==> src/rtl/fetch_prefetch_queue.sv <==
// fetch_prefetch_queue: prefetching instruction-fetch front end feeding IF/ID over a req/gnt/rvalid memory port.
// Optional FETCH_PERF_EN adds saturating stall and drop counters.
module fetch_prefetch_queue #(
  parameter int DEPTH = 4,
  parameter int ADDR_W = 8,
  parameter int DATA_W = 32,
  parameter logic [ADDR_W-1:0] RESET_PC = '0
) (
  input  logic                     clk,
  input  logic                     reset,
  input  logic                     hold,
  input  logic                     redirect,
  input  logic [ADDR_W-1:0]        redirect_pc,
  output logic                     imem_req,
  output logic [ADDR_W-1:0]        imem_addr,
  input  logic                     imem_gnt,
  input  logic                     imem_rvalid,
  input  logic [DATA_W-1:0]        imem_rdata,
  output logic                     out_valid,
  output logic [DATA_W-1:0]        out_instr,
  output logic [ADDR_W-1:0]        out_pc_p1,
  output logic [$clog2(DEPTH):0]   fifo_count
`ifdef FETCH_PERF_EN
  ,
  output logic [31:0]              perf_stall_cycles,
  output logic [15:0]              perf_drops
`endif
);
  localparam int PW = $clog2(DEPTH);
  localparam logic [PW:0] FULL = (PW+1)'(DEPTH);
  localparam logic [1:0] FETCH = 2'd0, WAIT = 2'd1, DROP = 2'd2;
  logic [1:0] state;
  logic [ADDR_W-1:0] fetch_pc, req_pc;
  logic [PW-1:0] rd_ptr, wr_ptr;
  logic [PW:0] count;
  logic [DATA_W-1:0] instr_q [DEPTH];
  logic [ADDR_W-1:0] pc_q [DEPTH];
  logic req, push, pop;
  always_comb begin
    req = state == FETCH && count < FULL && !redirect;
    push = state == WAIT && imem_rvalid && !redirect;
    pop = count != '0 && !hold && !redirect;
    imem_req = !reset && req;
    imem_addr = reset ? '0 : fetch_pc;
    out_valid = !reset && count != '0;
    out_instr = reset ? '0 : instr_q[rd_ptr];
    out_pc_p1 = reset ? '0 : pc_q[rd_ptr];
    fifo_count = reset ? '0 : count;
  end
  always_ff @(posedge clk) begin
    if (reset) begin
      state <= FETCH;
      fetch_pc <= RESET_PC;
      req_pc <= '0;
      count <= '0;
      rd_ptr <= '0;
      wr_ptr <= '0;
    end else if (redirect) begin
      count <= '0;
      rd_ptr <= '0;
      wr_ptr <= '0;
      fetch_pc <= redirect_pc;
      // an outstanding response that has not yet arrived must be swallowed in DROP
      state <= (state == FETCH || imem_rvalid) ? FETCH : DROP;
    end else begin
      if (req && imem_gnt) begin
        req_pc <= fetch_pc;
        fetch_pc <= fetch_pc + ADDR_W'(1);
        state <= WAIT;
      end else if (state != FETCH && imem_rvalid) state <= FETCH;
      if (push) wr_ptr <= wr_ptr + PW'(1);
      if (pop) rd_ptr <= rd_ptr + PW'(1);
      count <= count + (PW+1)'(push) - (PW+1)'(pop);
    end
  end
  always_ff @(posedge clk) begin
    if (push && !reset) begin
      instr_q[wr_ptr] <= imem_rdata;
      pc_q[wr_ptr] <= req_pc + ADDR_W'(1);
    end
  end
`ifdef FETCH_PERF_EN
  logic [31:0] stall_q;
  logic [15:0] drops_q;
  always_ff @(posedge clk) begin
    if (reset) begin
      stall_q <= '0;
      drops_q <= '0;
    end else begin
      if (state == FETCH && count == FULL && stall_q != '1) stall_q <= stall_q + 32'd1;
      if (imem_rvalid && (state == DROP || (state == WAIT && redirect)) && drops_q != '1) drops_q <= drops_q + 16'd1;
    end
  end
  always_comb begin
    perf_stall_cycles = reset ? '0 : stall_q;
    perf_drops = reset ? '0 : drops_q;
  end
`endif
endmodule

==> config.mk <==
export PLATFORM = sky130hd
export DESIGN_NAME = fetch_prefetch_queue
export DESIGN_NICKNAME = d
export VERILOG_FILES = /design/src/rtl/fetch_prefetch_queue.sv
export SDC_FILE = /design/constraint.sdc
export NUM_CORES = 1
export LEC_CHECK = 0
export CAP_MARGIN = 5
export CORE_UTILIZATION = 25
export DETAILED_ROUTE_END_ITERATION = 8
export GPL_TIMING_DRIVEN = 0
export HOLD_SLACK_MARGIN = 0.03
export PLACE_DENSITY = 0.42
export SLEW_MARGIN = 20
export SYNTH_ARGS = -nofsm -noshare
export SYNTH_HDL_FRONTEND = slang
export SYNTH_SLANG_ARGS = --single-unit
==> constraint.sdc <==
create_clock -name clk -period 6 [get_ports clk]
set_input_delay 1.2 -clock clk [delete_from_list [all_inputs] [get_ports clk]]
set_output_delay 1.2 -clock clk [all_outputs]
set_load 0.05 [all_outputs]
==> impl_results.md <==
* Status: finished clean
* CTS sink cnt at 187
* Inserted Clock Buffers at 17
* Core area at 29,100 sq um
* Antenna violations before repair at 0
* Antenna Cells at 0
* Min Hold Slack at 0.473 ns
* Final WS setup at 0.825 ns
* Hold Fails Final Rpt at 0
* Fin crit share at 0.862
* Largest net degree at the start of global routing at 41
* 1st-iter DRT viols at 268
* Most used DFF post-synth: edfxtp_1
* CP max FO at 10
* Arr. time, crit path at 3.97 ns
* GP Congestion at 0.740
* Req. time, crit path at 4.80 ns
* Syn avg cell area at 17.1 sq um
* Syn. warnings at 0
* Via Count at 4,056
* Reg clk slew, reported paths at 0.07 ns
* I/O Buffers at 97
* Clk root buf: clkbuf_16
* Peak VDD IR at 0.169 mV
* Cells after synthesis at 438
* DRC violations left at 0
* DR pass1 iterations at 4
* Slew headroom at 0.487
* Post-synth EDFFs at 160
* TNS Setup at 0 ns
* P_leak at 2.99 nW
* CTS tree: built
* Setup-failing EPs final at 0
* Non-Filler Instances at 951
* Layout Utilization at 0.327
* Hold/Removal Path Class: flip-flop to flip-flop
* Vias in the first global route at 4,327
* Commonest non-fill, non-tap cell in the layout: edfxtp_1
* Pre-CTS WS at 0.789 ns
* Global route overflow at 0
* Async set-or-reset flop fraction in the synthesized netlist at 0
* Total routed wirelength at 16.3 mm
* Max Root-Sink Buffers at 2
* # IOs at 99
* Cells after DPL at 919
* Insertion delay to the later sink of the worst-skew pair at 0.42 ns
* Initial Utilization at 0.257
* Clk_skew at 0.00938 ns
* Post-DP HPWL at 10.2 mm
* Slew @ Worst Pin at 0.770 ns
* CTS H-tree depth at 4
* NumNets Final at 609
* Post-DP Area at 8940 sq um
* FP Rows at 62
* Fin area at 9500 sq um
* Max Cap Viol at 0
* Post-CTS Setup Repair Bufs at 0
* Routed Antenna Nets at 0
* CP Launch Type: input pin
* PnR Total Power at 2.67 mW
* Netlist Area Pre-Place at 7480 sq um
* Netlist cell types at 43
* GRT Util Overall at 0.112
* Post-DR wirelength/cell at 17.1 um
* Post-route minimum period at 5.17 ns
* Fraction of layout cells with a size suffix above 1 at 0.146
* Die W at 175 um
* DIE AREA at 30,600 sq um
* Crit path kind: input pin to primary output
* Resize count post-CTS at 0
* CTS hold repair buffers at 0
* Setup crit end kind: primary output
* Die Ht at 175 um
* Commonest cells after routing, fill and taps aside: edfxtp_1 (160), clkdlybuf4s50_1 (97), nor2b_1 (48)
* Maximum clock frequency at 193 MHz
* Pwr dens at 281 nW/um^2
* Pins Over Slew Limit at 0
* First-pass GRT wire length at 25.2 mm
* Synth Net Count at 493
* Flops & latches, synth at 187
* Unrepaired setup endpoints after global routing: false
* Seq/Total Area, Yosys at 0.715
* Area Overhead vs Synth at 27.1%
* Routed vias/inst at 4.26
-- path summary, 6_finish.rpt --
| check | from | endpoint | slack [ns] | cells past startpoint |
|---|---|---|---|---|
| setup reg to reg | state[0] | count[2] | 3.69 | 11 |
| hold reg to reg | req_pc[7] | req_pc[7] | 0.47 | 2 |
| setup / recovery | reset | out_valid | 0.83 | 6 |
| hold / removal | req_pc[7] | req_pc[7] | 0.47 | 2 |
-- routing by layer --
layer,track usage,vias to the layer above,wire [um]
met4,0.0370,0,211
met5,0,-,0
met3,0.0270,15,695
li1,-,1897,-
met1,0.146,2025,7470
met2,0.182,119,7930
-- power by group --
part | internal, mW | total, mW | switching [mW] | leakage, nW
sequential | 1.42 | 1.43 | 0.0106 | 1.67
clock | 0.582 | 1.07 | 0.490 | 0.271
combinational | 0.0664 | 0.166 | 0.0998 | 1.05
total | 2.07 | 2.67 | 0.600 | 2.99
-- cell type report --
class,count,area [sq um]
fill,2837,19600
sequential,187,5350
multi-input combinational,215,2000
timing repair buffer,97,971
tap,384,480
clock buffer,19,433
clock inverter,13,129
buffer,22,91.3
inverter,14,52.6
-- state kept, by name, summed over array words and instances, names as in the netlist, named ones only --
signal,cells
req_pc,8
fetch_pc,8
count,3
instr_q,128
state,2
wr_ptr,2
rd_ptr,2
pc_q,32
-- worst max-delay path, stage by stage --
cell	delay, ns
clkdlybuf4s50_1	0.49
clkbuf_1	0.43
buf_1	0.53
clkbuf_1	0.47
nor2_1	0.12
clkdlybuf4s50_1	0.73
-- cell usage after synthesis (all sizes together) (2+ instances only) --
cell type / instances / share of area
a22oi: 3 / 0.0030
clkbuf: 15 / 0.0075
mux4: 40 / 0.12
or2: 2 / 0.0017
edfxtp: 160 / 0.64
nand3: 5 / 0.0033
dfxtp: 27 / 0.072
and3: 2 / 0.0017
xnor2: 8 / 0.0094
ha: 8 / 0.013
nor3: 5 / 0.0033
o21ai: 4 / 0.0027
buf: 7 / 0.0047
nor4: 2 / 0.0025
nor4b: 2 / 0.0023
a21oi: 18 / 0.012
xor2: 4 / 0.0047
nor2: 19 / 0.0099
or4: 2 / 0.0025
and2: 4 / 0.0033
nand2: 24 / 0.012
nor2b: 48 / 0.040
inv: 14 / 0.0070
-- cells by family after synthesis --
group / after synthesis / share of synthesized area
adders and majority gates: 9 / 0.0161
DFF: 187 / 0.715
buffers and inverters: 36 / 0.0192
AOI/OAI and AO/OA: 34 / 0.0276
xor gates and xnor gates: 12 / 0.0141
muxes: 40 / 0.120
and+or+nand+nor: 120 / 0.0877
No activity file was read; power rests on OpenSTA's default activity.
